`config.mk`:
```
export PLATFORM = sky130hd
export DESIGN_NAME = ixc_deposit_logic
export DESIGN_NICKNAME = d
export VERILOG_FILES = /design/src/rtl/ixc_deposit_logic.sv
export SDC_FILE = /design/constraint.sdc
export NUM_CORES = 1
export LEC_CHECK = 0
export ABC_AREA = 1
export BUFFER_PORTS_ARGS = -buffer_cell sky130_fd_sc_hd__buf_4
export CORE_MARGIN = 1
export CORE_UTILIZATION = 50
export DETAILED_ROUTE_END_ITERATION = 8
export GPL_TIMING_DRIVEN = 0
export HOLD_SLACK_MARGIN = 0.02
export PLACE_DENSITY = 0.71
export SETUP_SLACK_MARGIN = 0.1
export SYNTH_ARGS = -nofsm -noshare
export SYNTH_HDL_FRONTEND = slang
export SYNTH_SLANG_ARGS = --single-unit
```
`constraint.sdc`:
```
create_clock -name i_clk -period 3.79 [get_ports i_clk]
set_input_delay 0.1895 -clock i_clk [delete_from_list [all_inputs] [get_ports i_clk]]
set_output_delay 0.1895 -clock i_clk [all_outputs]
set_load 0.01 [all_outputs]
```
`src/rtl/ixc_deposit_logic.sv`:
```
// Host-to-design value injector: queues deposit/force/release requests and applies one per step strobe.
// Optional readback of the pre-override design value: define IXC_DEPOSIT_READBACK_EN.
module ixc_deposit_logic #(
    parameter int unsigned WIDTH = 1,
    parameter int unsigned DEPTH = 4
) (
    input  logic             i_clk,
    input  logic             i_rst,
    input  logic             i_req_valid,
    output logic             o_req_ready,
    input  logic [1:0]       i_req_op,
    input  logic [WIDTH-1:0] i_req_data,
    input  logic             i_apply_en,
    input  logic [WIDTH-1:0] i_v,
    output logic [WIDTH-1:0] o_dv,
    output logic             o_dv_en,
    output logic             o_ack_valid,
    output logic [1:0]       o_ack_op,
    output logic [WIDTH-1:0] o_rb_data,
    output logic             o_err
);

    localparam int unsigned PW = $clog2(DEPTH);
    localparam int unsigned EW = WIDTH + 2;

    localparam logic [1:0] OP_DEPOSIT  = 2'b00;
    localparam logic [1:0] OP_FORCE    = 2'b01;
    localparam logic [1:0] OP_RELEASE  = 2'b10;
    localparam logic [1:0] OP_RESERVED = 2'b11;

    typedef enum logic [1:0] {
        S_IDLE   = 2'd0,
        S_PULSE  = 2'd1,
        S_FORCED = 2'd2
    } state_t;

    state_t           r_state;
    state_t           w_state_nxt;

    logic [EW-1:0]    r_mem [DEPTH];
    logic [PW:0]      r_wr_ptr;
    logic [PW:0]      r_rd_ptr;
    logic             w_empty;
    logic             w_full;
    logic             w_push;
    logic             w_pop;
    logic [1:0]       w_pop_op;
    logic [WIDTH-1:0] w_pop_data;

    logic [WIDTH-1:0] r_hd;
    logic             r_ack_valid;
    logic [1:0]       r_ack_op;
    logic             r_err;

    // Extra pointer bit separates full from empty when the index bits match
    assign w_empty     = (r_wr_ptr == r_rd_ptr);
    assign w_full      = (r_wr_ptr[PW] != r_rd_ptr[PW]) &&
                         (r_wr_ptr[PW-1:0] == r_rd_ptr[PW-1:0]);
    assign w_push      = i_req_valid && !w_full;
    assign w_pop       = i_apply_en && !w_empty;
    assign o_req_ready = !w_full;

    assign {w_pop_op, w_pop_data} = r_mem[r_rd_ptr[PW-1:0]];

    always_ff @(posedge i_clk) begin
        if (w_push) begin
            r_mem[r_wr_ptr[PW-1:0]] <= {i_req_op, i_req_data};
        end
    end

    always_ff @(posedge i_clk) begin
        if (i_rst) begin
            r_wr_ptr <= '0;
            r_rd_ptr <= '0;
        end else begin
            if (w_push) begin
                r_wr_ptr <= r_wr_ptr + (PW+1)'(1);
            end
            if (w_pop) begin
                r_rd_ptr <= r_rd_ptr + (PW+1)'(1);
            end
        end
    end

    // Override state register
    always_ff @(posedge i_clk) begin
        if (i_rst) begin
            r_state <= S_IDLE;
        end else begin
            r_state <= w_state_nxt;
        end
    end

    // A pulse lasts one cycle unless another deposit lands on it
    always_comb begin
        w_state_nxt = r_state;
        if (r_state == S_PULSE) begin
            w_state_nxt = S_IDLE;
        end
        if (w_pop) begin
            case (w_pop_op)
                OP_DEPOSIT: begin
                    if (r_state != S_FORCED) begin
                        w_state_nxt = S_PULSE;
                    end
                end
                OP_FORCE:   w_state_nxt = S_FORCED;
                OP_RELEASE: w_state_nxt = S_IDLE;
                default:    ;
            endcase
        end
    end

    always_comb begin
        o_dv_en = 1'b0;
        o_dv    = i_v;
        if (r_state != S_IDLE) begin
            o_dv_en = 1'b1;
            o_dv    = r_hd;
        end
    end

    always_ff @(posedge i_clk) begin
        if (i_rst) begin
            r_hd        <= '0;
            r_ack_valid <= 1'b0;
            r_ack_op    <= 2'b00;
            r_err       <= 1'b0;
        end else begin
            r_ack_valid <= w_pop;
            if (w_pop) begin
                r_ack_op <= w_pop_op;
                if ((w_pop_op == OP_DEPOSIT) || (w_pop_op == OP_FORCE)) begin
                    r_hd <= w_pop_data;
                end
                if (w_pop_op == OP_RESERVED) begin
                    r_err <= 1'b1;
                end
            end
        end
    end

    assign o_ack_valid = r_ack_valid;
    assign o_ack_op    = r_ack_op;
    assign o_err       = r_err;

`ifdef IXC_DEPOSIT_READBACK_EN
    logic [WIDTH-1:0] r_rb_data;

    // Capture the design-driven value, not the override, so the host sees pre-override state
    always_ff @(posedge i_clk) begin
        if (i_rst) begin
            r_rb_data <= '0;
        end else if (w_pop) begin
            r_rb_data <= i_v;
        end
    end

    assign o_rb_data = r_rb_data;
`else
    assign o_rb_data = '0;
`endif

endmodule

```
# After elaboration in Yosys (flattened, before gate mapping)
# Memories as Yosys holds them, arrays and structs flattened. A register that Yosys moved wholly into a read port is not among the register bits.
# Index checks and enable logic that the tools add are counted.
# totals
reg_bits	13
ram_bits	12
out_inout_bits	8
n_memories	1
# classes
add_sub_neg	2
n_eq_ne	8
muxes	10
n_reduce_logical	10
# memory_table
name	depth	word_bits	rd	rd_ports_with_merged_regs	wr	line_no	rtl
r_mem	4	3	1	1	1	40	logic [EW-1:0] r_mem [DEPTH];
# ops
operator	count
$mux 2	5
$add 3x1->3 const B	2
$pmux 2 s3	1
$eq 2x1->1 const B	2
$eq 2x2->1 const B	2
$mux 1	4
$reduce_and 2->1	2
$eq 3x3->1	1
$logic_and 1x1->1	3
$eq 2x2->1	1
$logic_not 1->1	2
$logic_not 2->1	1
$ne 2x2->1 const B	1
$reduce_bool 2->1	1
$logic_or 1x1->1	1
$ne 1x1->1	1

# Depth between registers and ports, before layout
# Gate-level depths: netlist of run 1.
# depth
ltp_word	6
mapped_depth	10
ltp_nobuf	10

# Worst setup path after synthesis of run 1
# No wires, ideal clock.
# synth_path
path_type	register -> register
start	register r_wr_ptr[1]
end	memory r_mem[3][0] (netlist name) (enable)
setup_time_ns	0.326
t_arrival_ns	0.960
path_slack_ns	2.504
stages_incl_launch_ff	7
period_less_slack_ns	1.286
cell_sequence	dfxtp_1 > inv_2 > nand2_1 > nand2_1 > nand3_2 > nand2_4 > nor2_1
# synth_via
elab_chain_len	6
# synth_lines
element	line_no	rtl
start: declaration	41	logic [PW:0] r_wr_ptr;
start signal: assignment	77	r_wr_ptr <= r_wr_ptr + (PW+1)'(1);
$eq 2x2->1	58	(r_wr_ptr[PW-1:0] == r_rd_ptr[PW-1:0]);
$logic_and 1x1->1	57	assign w_full = (r_wr_ptr[PW] != r_rd_ptr[PW]) &&
$logic_not 1->1	-	
net o_req_ready	10	output logic o_req_ready,
$logic_and 1x1->1	59	assign w_push = i_req_valid && !w_full;
$mux 1	66	if (w_push) begin
$mux 1 (not written as such)	67	r_mem[r_wr_ptr[PW-1:0]] <= {i_req_op, i_req_data};
end: declaration	40	
# The timed path passes the listed nets, and every way through them passes these cells.

# Worst setup path in the final report of run 1
# layout_path
start	register r_wr_ptr[1]
end	memory r_mem[3][1] (netlist name) (enable)
# layout_via
elab_chain_len	6
# layout_lines
element	line_no
$eq 2x2->1	58
$logic_and 1x1->1	57
$logic_not 1->1	59
$logic_and 1x1->1	59
$mux 1	66
$mux 1 (not written as such)	67
# Several ways; a longest one is shown, not always the timed one.

==> flow_summary.toml, run 1 <==
[routing]
dr.pass1.iters = 4
drc = 0
vias = 888
via_per_inst = 4.70
wl_per_cell_um = 10.0
drtIter0Drc = 11
finalWirelength_um = 1900
final_antenna_net_count = 0

[setup_path]
required_ns = 3.79
crit_top_cell = "nand2_1"
end_kind = "flop"
crit_family = "simple AND/OR/NAND/NOR gates"
critical_path.max_stage_delay_ns = 0.41
r2r_start = "r_wr_ptr[1]"
r2r-end = "r_mem[3][1]"
worstPathArrival_ns = 1.44
slowest_stage = "dfxtp_1"
rr_worst_depth = 6
critPathMaxFanout = 9
crit_chain = "inv_2, nand2_1, nand2_1, nand3_2, nand2_4, nor2_1"
path_class = "reg2reg"
crit_path_start_kind = "flop"
path_buf_inv = 1
rrSetupSlack_ns = 2.35

[die]
die_area_um2 = 2690
die_y_um = 51.9
core_um2 = 2280
fp.dieW_um = 51.9
row_count = 17
ioPinCount = 16
initial_core_util_pct = 54.6

[timing]
fin_tns_setup_ns = 0
rsz0062_at_grt = "no"
timing.final.crit_share_pct = 38.0
fin_crit_ns = 1.44
fin_ws_ns = 2.35
timing.fmax_mhz = 694
skew_ns = 0.00633
setup_viol = 0
hold_viol = 0
slew_viol_final = 0
holdWs_ns = 0.0484

[cts]
root_buffer = "clkbuf_4"
clk_pin_slew_worst_paths_ns = 0.14
h-tree-depth = 1
clockBufferDepth = 2
cts_resized = 0
cts_tree = "done"
clkLatencyLatePin_ns = 0.31
cts_num_sinks = 27
post_cts_buffers = 0
cts_hold_buffers = 0
cts_buffers = 3

[logic_synthesis]
yosysWarnings = 0
netlist-cell-type-count = 20
synth.cell_area_um2 = 1240
synth.avg_cell_area_um2 = 8.69
ys_ff_latch = 27
yosysSeqAreaShare_pct = 53.2
syn_inst = 143
synth_nets = 156

[placement]
placed_area_um2 = 1380
dp.cells = 185
place.gp.congestion = 0.738
dp_hpwl_um = 1490
place.port_buffers = 14
dp_slack_ns = 2.36

[pwr]
power_density_nw_per_um2 = 433
ir_drop_uv = 230
power_leakage_nw = 0.658

[global_route]
grt_pass1_vias = 853
grt_antenna_before_repair = 0
grt_max_degree = 15
grt_pass1_wl_um = 3420
overflow = 0
grtUsageTotal_pct = 17.7

[final_layout]
nNetsFinal = 175
drive_gt1_share_pct = 19.3
diodes = 0
layout.cells.non_filler = 189
n_fill_cell = 202
syn2layout_area_growth_pct = 13.4
stdcell_area_um2 = 1410

[min_path]
hold_path_end = "r_state[0]"
hold_path.class = "in2reg"
min_path_cells = 2
hp-start = "i_rst"

[status]
status = "completed"

[job]
drv_cap = 0
==> stage by stage <==
stage	power [W]	util [%]
3_5_place_dp	0.000497	60.7
5_1_grt	0.000650	61.9
6_report	0.000609	61.9
2_1_floorplan	0.000454	-
3_3_place_gp	0.000492	60.7
4_1_cts	0.000615	61.9
==> flip-flops by register name, summed over array words and instances, names as in the netlist, named ones only <==
signal,cells
r_mem,12
r_rd_ptr,3
r_wr_ptr,3
o_ack_op,2
r_state,2
o_ack_valid,1
o_err,1
r_hd,1
==> power breakdown <==
part / internal [W] / switching, W / leakage, nW
sequential: 0.000330 / 0.0000150 / 0.234
clock: 0.0000411 / 0.0000797 / 0.0150
combinational: 0.0000588 / 0.0000852 / 0.409
total: 0.000430 / 0.000180 / 0.658
==> worst max-delay path by stage <==
stage | startpoint | endpoint | slack, ns | depth (start not counted)
floorplan | r_wr_ptr[1] | r_mem[3][0] | 2.50 | 6
global placement | r_wr_ptr[1] | r_mem[3][2] | 2.33 | 6
detailed placement | r_wr_ptr[1] | r_mem[3][2] | 2.36 | 6
CTS | r_wr_ptr[1] | r_mem[3][1] | 2.33 | 6
global route | r_wr_ptr[0] | r_mem[3][2] | 2.23 | 6
finish | r_wr_ptr[1] | r_mem[3][1] | 2.35 | 6
==> metal layers <==
metal | GRT usage, % | vias up | wire length (um)
met5 | 0 | - | 0
met4 | 6.76 | 0 | 17
met3 | 4.39 | 2 | 48
met2 | 30.1 | 17 | 917
met1 | 21.2 | 386 | 913
li1 | - | 483 | -
==> placed cells by master (no fill, tap or decap), types with 2 or more instances in the layout <==
cell / instances
nor2_1: 19
clkbuf_4: 3
nand2_4: 2
o21ai_0: 12
inv_2: 3
dfxtp_1: 15
inv_1: 21
buf_6: 2
nand2_1: 33
ha_1: 5
buf_4: 15
nand2_2: 3
edfxtp_1: 12
nand3_2: 2
a21oi_1: 7
==> cells in the mapped netlist (all sizes together) <==
library cell	n	area share (%)
a21oi	7	2.8
buf	3	2.4
conb	1	0.30
dfxtp	15	24
edfxtp	12	29
ha	5	5.0
inv	24	7.3
nand2	38	13
nand3	3	2.0
nand3b	1	0.60
nor2	20	7.4
nor3	1	0.40
o21ai	12	4.8
o22ai	1	0.50
==> logic make-up after synthesis <==
group,count (synthesis),share of synthesized area (%)
DFF,27,53.2
adders and majority gates,5,5.04
AOI/OAI and AO/OA,20,8.16
other,1,0.302
buffers and inverters,27,9.67
and+or+nand+nor,63,23.7
==> cell type report <==
cell class	count	area [um2]	area share (%)
Tap cell	28	35.0	2.49
Clock buffer	4	26.3	1.87
Timing Repair Buffer	14	105	7.46
Multi-Input combinational cell	89	462	32.8
Inverter	24	90.1	6.39
Buffer	3	30.0	2.13
Sequential cell	27	661	46.9
No activity file was read; power rests on OpenSTA's default activity.
==> run 2, diff against run 1 <==
--- a/config.mk
+++ b/config.mk
@@ -12,7 +12,7 @@
 export DETAILED_ROUTE_END_ITERATION = 8
 export GPL_TIMING_DRIVEN = 0
 export HOLD_SLACK_MARGIN = 0.02
-export PLACE_DENSITY = 0.71
+export PLACE_DENSITY = 0.73
 export SETUP_SLACK_MARGIN = 0.1
 export SYNTH_ARGS = -nofsm -noshare
 export SYNTH_HDL_FRONTEND = slang
==> constraint.sdc (replaced) <==
create_clock -name i_clk -period 1.2 [get_ports i_clk]
set_input_delay 0.06 -clock i_clk [delete_from_list [all_inputs] [get_ports i_clk]]
set_output_delay 0.06 -clock i_clk [all_outputs]
set_load 0.01 [all_outputs]
==> flow_summary.toml, run 2 (synthesis results as in run 1) <==
[setup_path]
crit_chain = "inv_2, nand2_2, nand2_4, nand3_2, nand2_4, buf_8, buf_4, a21oi_1"
critPathMaxFanout = 5
crit_family = "flip-flops"
crit_top_cell = "nand2_4"
worstPathArrival_ns = 1.54
required_ns = 1.45
path_class = "reg2reg"
critical_path.max_stage_delay_ns = 0.38
end_kind = "flop"
slowest_stage = "dfxtp_2"
path_buf_inv = 3
crit_path_start_kind = "flop"

[timing]
fin_tns_setup_ns = -0.550
rsz0062_at_grt = "yes"
timing.final.crit_share_pct = 107
fin_ws_ns = -0.0845
skew_ns = 0.00229
slew_viol_final = 0
timing.fmax_mhz = 779
hold_viol = 0
fin_crit_ns = 1.28
setup_viol = 18

[status]
status = "finished with violations"
violations = "negative setup slack"

[pwr]
power_density_nw_per_um2 = 1280
ir_drop_uv = 1200
power_leakage_nw = 0.768

[cts]
h-tree-depth = 1
cts_num_sinks = 27
clockBufferDepth = 2
cts_buffers = 3
root_buffer = "clkbuf_4"
clkLatencyLatePin_ns = 0.32
cts_tree = "done"
clk_pin_slew_worst_paths_ns = 0.15

[die]
die_y_um = 51.9
die_area_um2 = 2690
row_count = 17
fp.dieW_um = 51.9
initial_core_util_pct = 54.6
core_um2 = 2280
ioPinCount = 16

[placement]
place.port_buffers = 14
placed_area_um2 = 1420
dp_hpwl_um = 1550
place.gp.congestion = 0.774
dp.cells = 185
dp_slack_ns = -0.0907

[final_layout]
regArea_um2 = 674
diodes = 0
stdcell_area_um2 = 1720
largest_reg_flops = 12
nNetsFinal = 191
syn2layout_area_growth_pct = 38.5
final_util_pct = 75.6
drive_gt1_share_pct = 46.3
layout.cells.non_filler = 205
layout_common_cells = "nand2_1, buf_4, inv_1, nor2_1, edfxtp_1"
multi_input_area_um2 = 594
n_fill_cell = 167
final_common_cell = "nand2_1"

[routing]
drc = 0
via_per_inst = 4.87
vias = 998
wl_per_cell_um = 12.4
drtIter0Drc = 17
final_antenna_net_count = 0
dr.pass1.iters = 4
finalWirelength_um = 2540

[global_route]
busiest_layer = "met2"
grt_use_met2_pct = 36.3
grt_pass1_wl_um = 3930
grtUsageMet1_pct = 23.5
overflow = 0
grt_max_degree = 17
grt_antenna_before_repair = 0
grtUsageTotal_pct = 20.9
grtUsageMet3_pct = 4.68
grt_pass1_vias = 919

[job]
drv_cap = 0

[min_path]
hold_path.class = "in2reg"
## run 2: cell types whose count changed in the layout (fill, tap and decap cells not counted), moves of 6 or more
| cell | before | now |
|---|---|---|
| o21ai_0 | 12 | 3 |
| buf_4 | 15 | 21 |
| dfxtp_2 | 0 | 8 |
| nand2_2 | 3 | 10 |
| dfxtp_1 | 15 | 6 |
| inv_1 | 21 | 14 |
| o21ai_1 | 0 | 6 |
| inv_2 | 3 | 9 |
| nand2_1 | 33 | 23 |
## run 2: per-stage QoR
stage | total power [W] | hold slack, ns
after floorplan | 0.00145 | 0.129
after global placement | 0.00158 | 0.256
after detailed placement | 0.00159 | 0.261
after CTS | 0.00209 | 0.0375
after global routing | 0.00234 | 0.0361
final | 0.00221 | 0.0441
## run 2: cell type report
cell class,instances,area share (%)
Sequential cell,27,39.2
Timing Repair Buffer,29,15.1
Multi-Input combinational cell,90,34.5
Clock inverter,1,0.436
Clock buffer,3,1.31
Tap cell,28,2.04
Buffer,3,1.96
Inverter,24,5.38
## run 2: worst paths after layout
check / from / endpoint / slack (ns) / cells past startpoint
setup reg to reg: r_rd_ptr[1] / r_rd_ptr[0] / -0.08 / 8
hold / removal: i_req_valid / r_wr_ptr[1] / 0.04 / 3
setup / recovery: r_rd_ptr[1] / r_rd_ptr[0] / -0.08 / 8
hold reg to reg: o_ack_op[0] / o_ack_op[0] / 0.51 / 2
## run 2: power by group
group          switching [W]  internal, W  total, W
Combinational       0.000387     0.000321  0.000709
Sequential         0.0000499      0.00105   0.00110
Clock               0.000277     0.000127  0.000404
## run 2: repair_timing
item	CTS	global route
pin swaps	10	7
resized for setup	23	27
setup buffers	9	1
hold buffers	4	0
hold endpoints to repair	16	0
gates cloned	1	1
setup endpoints to repair	29	30
## run 2: metal layers
| layer | up-vias | wire length (um) |
|---|---|---|
| met5 | - | 0 |
| met4 | 0 | 69 |
| met3 | 6 | 111 |
| met2 | 24 | 1340 |
| met1 | 449 | 1010 |
| li1 | 519 | - |
## run 2: worst register-to-register path: stages, from the launching register on
cell	delay, ns
dfxtp_2	0.38
inv_2	0.05
nand2_2	0.09
nand2_4	0.07
nand3_2	0.09
nand2_4	0.08
buf_8	0.14
buf_4	0.13
a21oi_1	0.18
==> run 3, diff against run 2 <==
==> constraint.sdc (replaced) <==
create_clock -name i_clk -period 1.2 [get_ports i_clk]
set_input_delay 0.12 -clock i_clk [delete_from_list [all_inputs] [get_ports i_clk]]
set_output_delay 0.12 -clock i_clk [all_outputs]
set_load 0.01 [all_outputs]
==> flow_summary.toml, run 3 (synthesis results as in run 1) <==
[placement]
place.gp.congestion = 0.774
dp_hpwl_um = 1550
dp.cells = 185
place.port_buffers = 14

[status]
violations = "negative setup slack"
status = "finished with violations"

[setup_path]
end_kind = "flop"
crit_path_start_kind = "flop"
path_class = "reg2reg"
critPathMaxFanout = 5
worstPathArrival_ns = 1.55
required_ns = 1.47

[global_route]
overflow = 0
grt_max_degree = 17
grt_pass1_wl_um = 3880
grtUsageTotal_pct = 20.5
grt_antenna_before_repair = 0
grt_pass1_vias = 914

[cts]
cts_tree = "done"
h-tree-depth = 1
clockBufferDepth = 2
cts_buffers = 3
clkLatencyLatePin_ns = 0.32
root_buffer = "clkbuf_4"
clk_pin_slew_worst_paths_ns = 0.15
cts_num_sinks = 27

[timing]
timing.final.crit_share_pct = 107
skew_ns = 0.00397
fin_tns_setup_ns = -0.783
hold_viol = 0
slew_viol_final = 0
fin_crit_ns = 1.28
rsz0062_at_grt = "yes"
setup_viol = 21
fin_ws_ns = -0.0823
holdWs_ns = 0.169
timing.fmax_mhz = 780

[die]
initial_core_util_pct = 54.6
core_um2 = 2280
row_count = 17
ioPinCount = 16
fp.dieW_um = 51.9
die_y_um = 51.9
die_area_um2 = 2690

[routing]
vias = 976
via_per_inst = 4.83
finalWirelength_um = 2410
drc = 0
drtIter0Drc = 21
dr.pass1.iters = 4
wl_per_cell_um = 11.9
final_antenna_net_count = 0

[final_layout]
diodes = 0
layout_common_cells = "nand2_1, buf_4, inv_1"
largest_reg_flops = 12
syn2layout_area_growth_pct = 35.4
final_common_cell = "nand2_1"
nNetsFinal = 188
final_util_pct = 73.9
drive_gt1_share_pct = 46.6
n_fill_cell = 174
layout.cells.non_filler = 202

[pwr]
power_leakage_nw = 0.739
ir_drop_uv = 1030
power_density_nw_per_um2 = 1300
p_total_w = 0.00218

[min_path]
hold_path.class = "in2reg"

[job]
drv_cap = 0
run 3: worst max-delay path, stage by stage (launching register included):
cell and delay (ns):
dfxtp_2 0.39, inv_2 0.06, nand2_2 0.06, nand2_2 0.08, nand3_2 0.10, nand2_4 0.08
buf_8 0.15, nor2_8 0.10, nand2_1 0.09, a21oi_2 0.13
run 3: final timing paths:
kind,cells past startpoint,to,slack (ns),from
max,9,r_state[1],-0.08,r_rd_ptr[1]
min,3,r_wr_ptr[0],0.17,i_req_valid
max reg2reg,9,r_state[1],-0.08,r_rd_ptr[1]
min reg2reg,2,o_err,0.49,o_err
run 3: repair_timing:
action,in CTS,in global routing
hold endpoints to repair,16,0
setup buffers,9,0
resized for setup,39,9
hold buffers,4,0
endpoints found under the setup margin,29,30
pin swaps,13,8
cloned,1,0
run 3: cell type report:
class,instances,area [um2],area share (%)
multi-input combinational,89,578,34.3
tap,28,35.0,2.08
buffer,3,33.8,2.01
timing repair buffer,27,236,14.1
clock inverter,1,7.51,0.446
sequential,27,674,40.1
clock buffer,3,22.5,1.34
inverter,24,95.1,5.65
run 3: metrics by stage:
step / cell area (um2) / worst slack (ns)
floorplan: 1280 / -0.00828
global placement: 1420 / -0.0616
detailed placement: 1420 / -0.0907
CTS: 1690 / -0.0586
global route: 1680 / -0.155
finish: 1680 / -0.0823
run 3: report_power, final:
group | internal [W] | switching [W]
combinational | 0.000302 | 0.000383
clock | 0.000127 | 0.000274
sequential | 0.00105 | 0.0000494
run 3: metal layers:
layer | GRT usage [%] | wire length (um) | up-vias
met5 | 0 | 0 | -
met4 | 9.01 | 27 | 0
met3 | 3.80 | 66 | 2
met2 | 36.1 | 1280 | 18
met1 | 24.1 | 1030 | 450
li1 | - | - | 506
